<file path="src/rtl/button_debounce_if.sv">
// Button bundle between the raw push-button pins and the debounced consumers.
// The master side drives the raw levels, and the slave side (the debouncer)
// returns the debounced level and the edge pulses.
interface button_debounce_if #(
  parameter int CHANNELS = 4
);
  logic [CHANNELS-1:0] btn_raw;
  logic [CHANNELS-1:0] btn_level;
  logic [CHANNELS-1:0] btn_rise;
  logic [CHANNELS-1:0] btn_fall;
  logic                any_pressed;

  modport master (
    output btn_raw,
    input  btn_level,
    input  btn_rise,
    input  btn_fall,
    input  any_pressed
  );

  modport slave (
    input  btn_raw,
    output btn_level,
    output btn_rise,
    output btn_fall,
    output any_pressed
  );
endinterface

</file>
<file path="src/rtl/button_debounce.sv">
// Multi-channel push-button debouncer.
// Each channel first synchronises its raw input. A four-state FSM then accepts
// a level change only after the synchronised value has held steady for
// TIMER_MAX+1 consecutive samples. Any bounce returns the channel to its
// previous stable state, and the debounce starts again. The debounced level
// and its one-cycle rise/fall pulses are registered.
module button_debounce #(
  parameter logic SIMULATION      = 1'b0,
  parameter int   CHANNELS        = 4,
  parameter int   DEBOUNCE_CYCLES = 10000
) (
  input  logic               clk,
  input  logic               rst,
  button_debounce_if.slave   bus
);

  // The short timer keeps simulations fast. Valid range is 1..16383 (14-bit counter).
  localparam int          TIMER_MAX   = SIMULATION ? 10 : DEBOUNCE_CYCLES;
  localparam logic [13:0] TIMER_MAX_C = 14'(TIMER_MAX);

  typedef enum logic [1:0] {
    LOW       = 2'd0,
    RISE_WAIT = 2'd1,
    HIGH      = 2'd2,
    FALL_WAIT = 2'd3
  } state_e;

  logic [CHANNELS-1:0] sync_q1;
  logic [CHANNELS-1:0] sync_q2;   // synchronised button level "s"

  state_e      state_q [CHANNELS];
  state_e      state_d [CHANNELS];
  logic [13:0] cnt_q   [CHANNELS];
  logic [13:0] cnt_d   [CHANNELS];

  logic [CHANNELS-1:0] level_q, level_d;
  logic [CHANNELS-1:0] rise_q,  rise_d;
  logic [CHANNELS-1:0] fall_q,  fall_d;

  // Two-flop synchroniser on the asynchronous raw button inputs.
  // NOTE: sequential state is always assigned with <= so every flop samples pre-edge values.
  always_ff @(posedge clk) begin
    if (rst) begin
      sync_q1 <= '0;
      sync_q2 <= '0;
    end else begin
      sync_q1 <= bus.btn_raw;
      sync_q2 <= sync_q1;
    end
  end

  // State, counter and output registers. Reset forces every channel to LOW and clears all outputs.
  always_ff @(posedge clk) begin
    if (rst) begin
      for (int i = 0; i < CHANNELS; i++) begin
        state_q[i] <= LOW;
        cnt_q[i]   <= '0;
      end
      level_q <= '0;
      rise_q  <= '0;
      fall_q  <= '0;
    end else begin
      for (int i = 0; i < CHANNELS; i++) begin
        state_q[i] <= state_d[i];
        cnt_q[i]   <= cnt_d[i];
      end
      level_q <= level_d;
      rise_q  <= rise_d;
      fall_q  <= fall_d;
    end
  end

  // Per-channel debounce FSM: next state, next count and the edge pulses.
  always_comb begin
    // NOTE: every signal written here gets a default first, so no path can infer a latch.
    level_d = level_q;
    rise_d  = '0;
    fall_d  = '0;
    for (int i = 0; i < CHANNELS; i++) begin
      state_d[i] = state_q[i];
      cnt_d[i]   = '0;
      unique case (state_q[i])
        LOW: begin
          if (sync_q2[i]) begin
            state_d[i] = RISE_WAIT;
            cnt_d[i]   = 14'd1;
          end
        end
        RISE_WAIT: begin
          if (!sync_q2[i]) begin
            state_d[i] = LOW;
          end else if (cnt_q[i] != TIMER_MAX_C) begin
            cnt_d[i] = cnt_q[i] + 14'd1;
          end else begin
            state_d[i] = HIGH;
            level_d[i] = 1'b1;
            rise_d[i]  = 1'b1;
          end
        end
        HIGH: begin
          if (!sync_q2[i]) begin
            state_d[i] = FALL_WAIT;
            cnt_d[i]   = 14'd1;
          end
        end
        FALL_WAIT: begin
          if (sync_q2[i]) begin
            state_d[i] = HIGH;
          end else if (cnt_q[i] != TIMER_MAX_C) begin
            cnt_d[i] = cnt_q[i] + 14'd1;
          end else begin
            state_d[i] = LOW;
            level_d[i] = 1'b0;
            fall_d[i]  = 1'b1;
          end
        end
        default: state_d[i] = LOW;
      endcase
    end
  end

  // Registered outputs. any_pressed follows btn_level with no extra register.
  assign bus.btn_level   = level_q;
  assign bus.btn_rise    = rise_q;
  assign bus.btn_fall    = fall_q;
  assign bus.any_pressed = |level_q;

endmodule

</file>
<file path="src/flat_wrapper.sv">
// flat-port wrapper written by rule: the top's interface ports become plain ports
module button_debounce_flat 
#(
  parameter logic SIMULATION      = 1'b0,
  parameter int   CHANNELS        = 4,
  parameter int   DEBOUNCE_CYCLES = 10000
)
  (clk, rst, bus_btn_raw, bus_btn_level, bus_btn_rise, bus_btn_fall, bus_any_pressed);
  button_debounce_if #(.CHANNELS(CHANNELS)) bus_i ();
  input  logic clk;
  input  logic rst;
  input wire logic [$bits(bus_i.btn_raw)-1:0] bus_btn_raw;
  output wire logic [$bits(bus_i.btn_level)-1:0] bus_btn_level;
  output wire logic [$bits(bus_i.btn_rise)-1:0] bus_btn_rise;
  output wire logic [$bits(bus_i.btn_fall)-1:0] bus_btn_fall;
  output wire logic [$bits(bus_i.any_pressed)-1:0] bus_any_pressed;
  assign bus_i.btn_raw = bus_btn_raw;
  assign bus_btn_level = bus_i.btn_level;
  assign bus_btn_rise = bus_i.btn_rise;
  assign bus_btn_fall = bus_i.btn_fall;
  assign bus_any_pressed = bus_i.any_pressed;
  button_debounce #(.SIMULATION(SIMULATION), .CHANNELS(CHANNELS), .DEBOUNCE_CYCLES(DEBOUNCE_CYCLES)) u_core (.clk(clk), .rst(rst), .bus(bus_i));
endmodule
</file>
<file path="config.mk">
export PLATFORM = sky130hd
export DESIGN_NAME = button_debounce_flat
export DESIGN_NICKNAME = d
export VERILOG_FILES = /design/src/rtl/button_debounce_if.sv /design/src/rtl/button_debounce.sv /design/src/flat_wrapper.sv
export SDC_FILE = /design/constraint.sdc
export NUM_CORES = 1
export LEC_CHECK = 0
export BUFFER_PORTS_ARGS = -buffer_cell sky130_fd_sc_hd__buf_2
export CAP_MARGIN = 0
export CORE_MARGIN = 2
export CORE_UTILIZATION = 55
export DETAILED_ROUTE_END_ITERATION = 10
export GPL_ROUTABILITY_DRIVEN = 0
export PLACE_DENSITY = 0.78
export REMOVE_ABC_BUFFERS = 1
export SKIP_CTS_REPAIR_TIMING = 1
export SYNTH_ARGS = -nofsm -noshare
export SYNTH_HDL_FRONTEND = slang
export SYNTH_SLANG_ARGS = --single-unit
</file>
<file path="constraint.sdc">
create_clock -name clk -period 3.25 [get_ports clk]
set_input_delay 0.325 -clock clk [delete_from_list [all_inputs] [get_ports clk]]
set_output_delay 0.325 -clock clk [all_outputs]
set_load 0.02 [all_outputs]
</file>
==> impl_metrics.env, run 1 <==
export IMPL_die_w_um=88.1
export IMPL_required_ns=3.49
export IMPL_grt_max_degree=26
export IMPL_synth_mux_area_frac=0.0241
export IMPL_worst_slew_pin_slew_ns=0.584
export IMPL_hold_end="u_core.sync_q1[2]"
export IMPL_r2r_end="u_core.bus.btn_level[2]"
export IMPL_synth_top_area_frac=0.433
export IMPL_dieHeight_um=88.1
export IMPL_grt_pass1_vias=2746
export IMPL_cts_clk_slew_worst_paths_ns=0.09
export IMPL_synth_main_ff_cell="dfxtp_1"
export IMPL_period_share=0.741
export IMPL_rsz0062_at_grt="no"
export IMPL_ys_seq_area_frac=0.433
export IMPL_postSynthCellCount=445
export IMPL_synth_fa_ha_area_frac=0.0644
export IMPL_final_max_slew_viol_count=0
export IMPL_grt_pass1_wl_um=11900
export IMPL_synth_top_family_by_area="simple AND/OR/NAND/NOR gates"
export IMPL_synthArstFlopShare=0
export IMPL_final_cells=561
export IMPL_drtAntennaViolNets=0
export IMPL_dp_slack_ns=0.868
export IMPL_vdd_drop_max_v=0.000307
export IMPL_core_area_um2=6830
export IMPL_drc=0
export IMPL_r2r_slack_ns=0.84
export IMPL_place_hpwl_um=4740
export IMPL_setup_tns_ns=0
export IMPL_synth_top_area_cell="dfxtp_1"
export IMPL_power_density_nw_per_um2=506
export IMPL_end_kind="register"
export IMPL_placed_cells=545
export IMPL_io_buffers=18
export IMPL_antennaDiodeCount=0
export IMPL_synth_compound_area_share=0.0451
export IMPL_reg2reg_from="u_core.cnt_q[2][2]"
export IMPL_fmax_mhz=415
export IMPL_fillCellCount=599
export IMPL_skew_ns=0.00856
export IMPL_ys_seq_elements=84
export IMPL_start_kind="register"
export IMPL_worst_slack_ns=0.841
export IMPL_area_growth_syn_to_layout_pct=10.4
export IMPL_root_buffer="clkbuf_8"
export IMPL_finalCriticalPeriod_ns=2.41
export IMPL_cts_tree="yes"
export IMPL_drive_gt1_frac=0.0817
export IMPL_leakagePower_nw=1.47
export IMPL_drt_initial_drc_count=132
export IMPL_status="completed"
export IMPL_vias=2970
export IMPL_slew_headroom=0.601
export IMPL_crit_arrival_ns=2.65
export IMPL_setup_violations=0
export IMPL_initial_utilization=0.569
export IMPL_cts_sinks=84
export IMPL_cts_buffer_depth=2
export IMPL_synth_area_leaders="dfxtp_1, xnor2_1, nor2_1, ha_1, nand3_1"
export IMPL_hold_path_cell_count=2
export IMPL_synth_edff_count=0
export IMPL_post_drt_via_cell_ratio=5.29
export IMPL_reg2reg_depth=4
export IMPL_yosysMostFrequentCell="dfxtp_1"
export IMPL_grt_usage=0.194
export IMPL_first_pass_iters=4
export IMPL_yosys_warnings=0
export IMPL_drv_cap=0
export IMPL_io_pins=19
export IMPL_fin_nets=486
export IMPL_avgSynthCellArea_um2=8.73
export IMPL_holdCritPathClass="primary input to register"
export IMPL_synthTopCellsByCount="dfxtp_1, nor2_1, inv_1"
export IMPL_antenna_found_initial=0
export IMPL_synth_xor_area_share=0.108
export IMPL_wl_per_cell_um=12.1
export IMPL_critPathMaxFanout=7
export IMPL_final_hold_viol_count=0
export IMPL_globalRouteOverflowTotal=0
export IMPL_dieArea_um2=7750
export IMPL_clock_latency_ns=0.36
export IMPL_hold_start="bus_btn_raw[2]"
export IMPL_yosysUniqueCellTypes=38
export IMPL_critical_path_class="register to register"
export IMPL_routed_wl_um=6760
export IMPL_num_rows=30
export IMPL_syn_cell_area_um2=3890
export IMPL_cts_max_level=3
export IMPL_synthSimpleGateAreaFrac=0.278
export IMPL_cts_buffers=9
[per-layer routing]
layer | global-route usage | vias to the layer above | wire length [µm]
met5 | 0 | - | 0
met4 | 0.0840 | 0 | 133
met3 | 0.0528 | 12 | 263
met2 | 0.297 | 44 | 3050
met1 | 0.258 | 1371 | 3320
li1 | - | 1543 | -
[registers in the layout, indices dropped and copies added, names as in the netlist, named ones only]
register	flops
u_core.bus.btn_level	4
u_core.bus.btn_fall	4
u_core.state_q	4
u_core.bus.btn_rise	4
u_core.sync_q1	4
u_core.sync_q2	4
u_core.cnt_q	56
[worst max path at each step]
stage	endpoint	cells after the start	from	slack (ns)
after floorplan	u_core.bus.btn_level[2]	4	u_core.cnt_q[2][2]	0.99
after global placement	u_core.bus.btn_level[2]	4	u_core.cnt_q[2][2]	0.92
after detailed placement	u_core.bus.btn_level[2]	4	u_core.cnt_q[2][2]	0.87
after CTS	u_core.bus.btn_level[2]	4	u_core.cnt_q[2][2]	0.83
after global routing	u_core.bus.btn_level[2]	4	u_core.cnt_q[2][2]	0.69
final	u_core.bus.btn_level[2]	4	u_core.cnt_q[2][2]	0.84
[logic make-up after synthesis]
logic type | Yosys count
xor+xnor | 48
mux | 9
simple gates | 211
compound gates | 25
flops | 84
fa+ha+maj | 20
buf+inv | 48
[per-stage QoR]
step	total power [mW]	utilization	hold slack [ns]	cell area (µm²)
finish	2.17	0.628	0.173	4290
global route	2.27	0.628	0.166	4290
CTS	2.18	0.628	0.166	4290
detailed placement	1.28	0.592	0.424	4040
global placement	1.28	0.592	0.420	4040
floorplan	1.24	-	0.394	3830
[layout make-up]
class                   count  area, µm²  share of cell area
multi-input cells         313       2020               0.471
clock inverters             6        111              0.0260
flip-flops and latches     84       1680               0.392
clock buffers              10        138              0.0321
inverters                  34        128              0.0297
repair buffers             18       90.1              0.0210
well taps                  96        120              0.0280
[power breakdown]
group	leakage, nW	internal, mW	switching [mW]	total [mW]
Sequential	0.679	1.06	0.0329	1.09
Combinational	0.667	0.0762	0.0986	0.175
Clock	0.122	0.531	0.375	0.906
Total	1.47	1.66	0.507	2.17
[worst max-delay path: stages (launching register included)]
cell and delay (ns):
dfxtp_1 0.37, or4_1 0.50, or4_1 0.64, or3b_1 0.42, a2111oi_1 0.37
[cells in the final DEF (no fill, tap or decap), drive strengths merged, types with 3 or more instances in the layout]
cell / n
and2: 5
nand4: 17
mux2i: 6
nor3: 19
nand3: 30
buf: 18
bufinv: 3
a2111oi: 6
mux2: 3
nor2: 71
a21oi: 7
or4: 6
inv: 34
and3: 15
xor2: 16
nor2b: 9
nor4b: 3
or3b: 3
nor4: 6
ha: 20
xnor2: 32
dfxtp: 84
a221oi: 3
o21ai: 5
clkbuf: 10
nand2: 18
Note: power is estimated with default switching activity, not from simulation.
==> inputs of run 2 (changes only) <==
--- a/config.mk
+++ b/config.mk
@@ -5,13 +5,14 @@
 export SDC_FILE = /design/constraint.sdc
 export NUM_CORES = 1
 export LEC_CHECK = 0
+export ABC_AREA = 1
 export BUFFER_PORTS_ARGS = -buffer_cell sky130_fd_sc_hd__buf_2
 export CAP_MARGIN = 0
 export CORE_MARGIN = 2
 export CORE_UTILIZATION = 55
 export DETAILED_ROUTE_END_ITERATION = 10
 export GPL_ROUTABILITY_DRIVEN = 0
-export PLACE_DENSITY = 0.78
+export PLACE_DENSITY = 0.77
 export REMOVE_ABC_BUFFERS = 1
 export SKIP_CTS_REPAIR_TIMING = 1
 export SYNTH_ARGS = -nofsm -noshare
==> constraint.sdc (replaced) <==
create_clock -name clk -period 2.4 [get_ports clk]
set_input_delay 0.24 -clock clk [delete_from_list [all_inputs] [get_ports clk]]
set_output_delay 0.24 -clock clk [all_outputs]
set_load 0.02 [all_outputs]
==> impl_metrics.env, run 2 <==
export IMPL_dieHeight_um=91.7
export IMPL_grt_pass1_wl_um=13200
export IMPL_io_pins=19
export IMPL_dp_slack_ns=0.708
export IMPL_synthTopCellsByCount="dfxtp_1, nand2_1, nor2_1"
export IMPL_worst_slew_pin_slew_ns=0.536
export IMPL_synth_area_leaders="dfxtp_1, nand2_1, nor2_1, inv_1, ha_1"
export IMPL_setup_violations=0
export IMPL_cts_clk_slew_worst_paths_ns=0.08
export IMPL_top_layer="met4"
export IMPL_largest_reg_flops=56
export IMPL_worst_slack_ns=0.766
export IMPL_max_stage_delay_ns=0.44
export IMPL_total_power_mw=3.07
export IMPL_io_buffers=18
export IMPL_route_met3_wl_um=211
export IMPL_syn_cell_area_um2=4230
export IMPL_skew_ns=0.00602
export IMPL_antenna_found_initial=0
export IMPL_synth_top_area_cell="dfxtp_1"
export IMPL_post_drt_via_cell_ratio=4.88
export IMPL_first_pass_iters=4
export IMPL_wl_per_cell_um=10.8
export IMPL_cts_buffer_depth=2
export IMPL_yosysUniqueCellTypes=36
export IMPL_sw_frac_of_total=0.269
export IMPL_num_rows=31
export IMPL_synth_main_ff_cell="dfxtp_1"
export IMPL_drtAntennaViolNets=0
export IMPL_final_core_util=0.632
export IMPL_area_growth_syn_to_layout_pct=9.59
export IMPL_mostFrequentLayoutCell="dfxtp_1"
export IMPL_place_hpwl_um=5250
export IMPL_final_cell_mix="dfxtp_1, nor2_1, nand2_1"
export IMPL_routed_wl_um=7260
export IMPL_critical_path_class="register to register"
export IMPL_cts_sinks=84
export IMPL_critical_path_buf_inv_count=0
export IMPL_drc=0
export IMPL_drv_cap=0
export IMPL_yosysMostFrequentCell="dfxtp_1"
export IMPL_postSynthCellCount=546
export IMPL_globalRouteOverflowTotal=0
export IMPL_drt_initial_drc_count=124
export IMPL_synthArstFlopShare=0
export IMPL_initial_utilization=0.577
export IMPL_end_kind="register"
export IMPL_cts_max_level=3
export IMPL_holdCritPathClass="primary input to register"
export IMPL_setup_tns_ns=0
export IMPL_final_cells=673
export IMPL_pwr_share_clk=0.373
export IMPL_vias=3285
export IMPL_critical_path_cell_chain="ha_1 > nand2_1 > nand2_1 > nand4_4 > nor3b_1"
export IMPL_hold_path_cell_count=3
export IMPL_finalCriticalPeriod_ns=1.63
export IMPL_vdd_drop_max_v=0.000509
export IMPL_critPathMaxFanout=13
export IMPL_core_area_um2=7330
export IMPL_rsz0062_at_grt="no"
export IMPL_synth_top_area_frac=0.398
export IMPL_fmax_mhz=612
export IMPL_ys_seq_area_frac=0.398
export IMPL_path_common_cell="nand2_1"
export IMPL_critPathTopFamily="simple AND/OR/NAND/NOR gates"
export IMPL_cpMaxStageDelayCell="dfxtp_1"
export IMPL_cts_tree="yes"
export IMPL_p_int_mw=2.25
export IMPL_placed_cells=657
export IMPL_fin_nets=595
export IMPL_synth_edff_count=0
export IMPL_ys_seq_elements=84
export IMPL_root_buffer="clkbuf_8"
export IMPL_crit_cells=5
export IMPL_start_kind="register"
export IMPL_required_ns=2.66
export IMPL_status="completed"
export IMPL_crit_arrival_ns=1.89
export IMPL_reg2reg_depth=5
export IMPL_largest_register="u_core.cnt_q"
export IMPL_grt_max_degree=19
export IMPL_period_share=0.681
export IMPL_switchingPower_uw=826
export IMPL_dr_wl_met2_um=3250
export IMPL_wl_met1_um=3690
export IMPL_antennaDiodeCount=0
export IMPL_dieArea_um2=8400
export IMPL_final_max_slew_viol_count=0
export IMPL_die_w_um=91.7
export IMPL_clock_latency_ns=0.35
export IMPL_power_density_nw_per_um2=663
export IMPL_grt_usage=0.188
export IMPL_avgSynthCellArea_um2=7.74
export IMPL_grt_pass1_vias=3137
export IMPL_drive_gt1_frac=0.169
export IMPL_yosys_warnings=0
export IMPL_p_seq_frac=0.491
export IMPL_combPwrFrac=0.136
export IMPL_leakagePower_nw=1.82
export IMPL_final_hold_viol_count=0
export IMPL_cts_buffers=9
export IMPL_slew_headroom=0.642
run 2: logic make-up (layout without fill, tap and decap cells):
group,after synthesis,count (layout),share of synthesized area
AO/OA/AOI/OAI,49,49,0.0654
XOR/XNOR,24,24,0.0497
adder cells (fa/ha/maj),20,20,0.0592
buffers and inverters,93,121,0.0876
flip-flops,84,84,0.398
AND/OR/NAND/NOR,276,276,0.340
run 2: per-layer routing:
metal	global-route usage	vias up
li1	-	1767
met1	0.243	1461
met2	0.311	46
met3	0.0320	11
met4	0.0770	0
met5	0	-
run 2: power groups by stage:
stage	clock (mW)	combinational (mW)	sequential, mW
2_1_floorplan	0	0.340	1.53
3_3_place_gp	0	0.396	1.53
3_5_place_dp	0	0.414	1.54
4_1_cts	1.18	0.419	1.51
5_1_grt	1.24	0.493	1.52
6_report	1.15	0.418	1.51
run 2: final timing paths:
check,startpoint,end,slack (ns)
min,bus_btn_raw[0],u_core.sync_q1[0],0.09
min reg2reg,u_core.sync_q1[3],u_core.sync_q2[3],0.41
max,u_core.state_q[3][0],u_core.cnt_q[3][4],0.77
max reg2reg,u_core.state_q[3][0],u_core.cnt_q[3][4],0.77
run 2: through the flow:
stage	hold WS (ns)	cell area [µm²]
detailed placement	0.397	4400
global placement	0.390	4400
finish	0.0854	4630
global route	0.0769	4630
floorplan	0.309	4180
CTS	0.0733	4630
run 2: worst min-delay path, cell delays in order:
cell and delay, ns:
buf_2 0.09, inv_1 0.04, nor2_1 0.03
run 2: final cells by class:
type | count | area (µm²)
Timing Repair Buffer | 18 | 90.1
Multi-Input combinational cell | 369 | 2180
Fill cell | 637 | 2700
Sequential cell | 84 | 1680
Clock buffer | 11 | 151
Inverter | 87 | 327
Tap cell | 99 | 124
Clock inverter | 5 | 83.8
==> inputs of run 3 (changes only) <==
--- a/config.mk
+++ b/config.mk
@@ -12,7 +12,7 @@
 export CORE_UTILIZATION = 55
 export DETAILED_ROUTE_END_ITERATION = 10
 export GPL_ROUTABILITY_DRIVEN = 0
-export PLACE_DENSITY = 0.77
+export PLACE_DENSITY = 0.8
 export REMOVE_ABC_BUFFERS = 1
 export SKIP_CTS_REPAIR_TIMING = 1
 export SYNTH_ARGS = -nofsm -noshare
==> constraint.sdc (replaced) <==
create_clock -name clk -period 1.5 [get_ports clk]
set_input_delay 0.15 -clock clk [delete_from_list [all_inputs] [get_ports clk]]
set_output_delay 0.15 -clock clk [all_outputs]
set_load 0.02 [all_outputs]
==> impl_metrics.env, run 3 (same netlist as run 2, synthesis figures left out) <==
export IMPL_status="finished, violations left"
export IMPL_failed_checks="hold timing"
export IMPL_vdd_drop_max_v=0.000697
export IMPL_r2r_slack_ns=0.09
export IMPL_placed_cell_area_um2=4520
export IMPL_period_share=0.943
export IMPL_critPathTopFamily="simple AND/OR/NAND/NOR gates"
export IMPL_placed_cells=673
export IMPL_antenna_found_initial=0
export IMPL_drc=0
export IMPL_reg2reg_depth=8
export IMPL_start_kind="register"
export IMPL_leakagePower_nw=1.94
export IMPL_worst_slew_pin_slew_ns=0.308
export IMPL_cts_clk_slew_worst_paths_ns=0.08
export IMPL_root_buffer="clkbuf_8"
export IMPL_final_core_util=0.668
export IMPL_place_hpwl_um=5920
export IMPL_cpMaxStageDelayCell="dfxtp_1"
export IMPL_cts_sinks=84
export IMPL_drive_gt1_frac=0.233
export IMPL_final_cell_mix="nand2_1, nor2_1, dfxtp_1"
export IMPL_worst_slack_ns=0.0851
export IMPL_setup_violations=0
export IMPL_final_hold_viol_count=4
export IMPL_grt_usage=0.194
export IMPL_first_pass_iters=4
export IMPL_cts_tree="yes"
export IMPL_drv_cap=0
export IMPL_dp_slack_ns=0.0137
export IMPL_slew_headroom=0.793
export IMPL_io_pins=19
export IMPL_finalCriticalPeriod_ns=1.41
export IMPL_holdWs_ns=-0.00609
export IMPL_skew_ns=0.00781
export IMPL_critical_path_buf_inv_count=0
export IMPL_power_density_nw_per_um2=1030
export IMPL_routed_wl_um=8260
export IMPL_crit_arrival_ns=1.67
export IMPL_hold_path_cell_count=3
export IMPL_cts_max_level=3
export IMPL_critical_path_cell_chain="ha_1 > nand2_2 > nor2_2 > nand2_2 > nor2_4 > nand3_2 > xor2_1 > nor2_2"
export IMPL_max_stage_delay_ns=0.37
export IMPL_end_kind="register"
export IMPL_grt_pass1_wl_um=13400
export IMPL_drtAntennaViolNets=0
export IMPL_critPathMaxFanout=5
export IMPL_mostFrequentLayoutCell="nand2_1"
export IMPL_die_w_um=91.7
export IMPL_cts_buffers=9
export IMPL_grt_pass1_vias=3245
export IMPL_vias=3489
export IMPL_stdcell_area_um2=4890
export IMPL_grt_max_degree=14
export IMPL_antennaDiodeCount=0
export IMPL_globalRouteOverflowTotal=0
export IMPL_fin_nets=618
export IMPL_dieHeight_um=91.7
export IMPL_wl_per_cell_um=11.9
export IMPL_required_ns=1.76
export IMPL_largest_reg_flops=56
export IMPL_rsz0062_at_grt="yes"
export IMPL_critical_path_class="register to register"
export IMPL_area_growth_syn_to_layout_pct=15.8
export IMPL_dieArea_um2=8400
export IMPL_final_cells=696
export IMPL_holdCritPathClass="primary input to register"
export IMPL_initial_utilization=0.577
export IMPL_largest_register="u_core.cnt_q"
export IMPL_post_drt_via_cell_ratio=5.01
export IMPL_clock_latency_ns=0.36
export IMPL_core_area_um2=7330
export IMPL_fmax_mhz=707
export IMPL_crit_cells=8
export IMPL_io_buffers=18
export IMPL_cts_buffer_depth=2
export IMPL_final_max_slew_viol_count=0
export IMPL_drt_initial_drc_count=120
export IMPL_num_rows=31
## run 3: cell count changes in the layout (fill, tap and decap cells not counted), sizes merged
cell and delta:
clkbuf +1, buf +22, nand4 +1, clkinvlp -1
## run 3: final cells by class
cell class                      instances  area, µm²
Fill cell                             592       2440
Multi-Input combinational cell        370       2270
Sequential cell                        84       1690
Inverter                               87        327
Timing Repair Buffer                   40        270
Clock buffer                           12        145
Tap cell                               99        124
Clock inverter                          4       72.6
## run 3: tightest hold or removal path, delay by kind of cell
kind / cells / cell delay [ns]
buf+inv: 2 / 0.13
simple gates: 1 / 0.03
## run 3: path summary, 6_finish.rpt
| path | startpoint | to |
|---|---|---|
| setup reg to reg | u_core.cnt_q[3][0] | u_core.cnt_q[3][10] |
| hold reg to reg | u_core.sync_q1[0] | u_core.sync_q2[0] |
| setup / recovery | u_core.cnt_q[3][0] | u_core.cnt_q[3][10] |
| hold / removal | bus_btn_raw[2] | u_core.sync_q1[2] |
## run 3: per-layer routing
layer | up-vias | track usage | share of wire
met5 | - | 0 | 0
met3 | 11 | 0.0460 | 0.036
met4 | 0 | 0.0783 | 0.011
met1 | 1593 | 0.237 | 0.47
met2 | 58 | 0.329 | 0.48
li1 | 1827 | - | -
## run 3: power breakdown
group          internal [mW]  switching [mW]
Combinational          0.328           0.527
Sequential              2.33          0.0818
Clock                  0.982           0.779
## run 3: metrics by stage
stage	hold WS, ns	TNS, ns	total power [mW]
finish	-0.00609	0	5.02
global route	0.000947	-0.114	5.28
CTS	-0.0134	-0.00595	4.97
detailed placement	0.364	0	3.22
global placement	0.351	0	3.15
floorplan	0.219	0	2.99
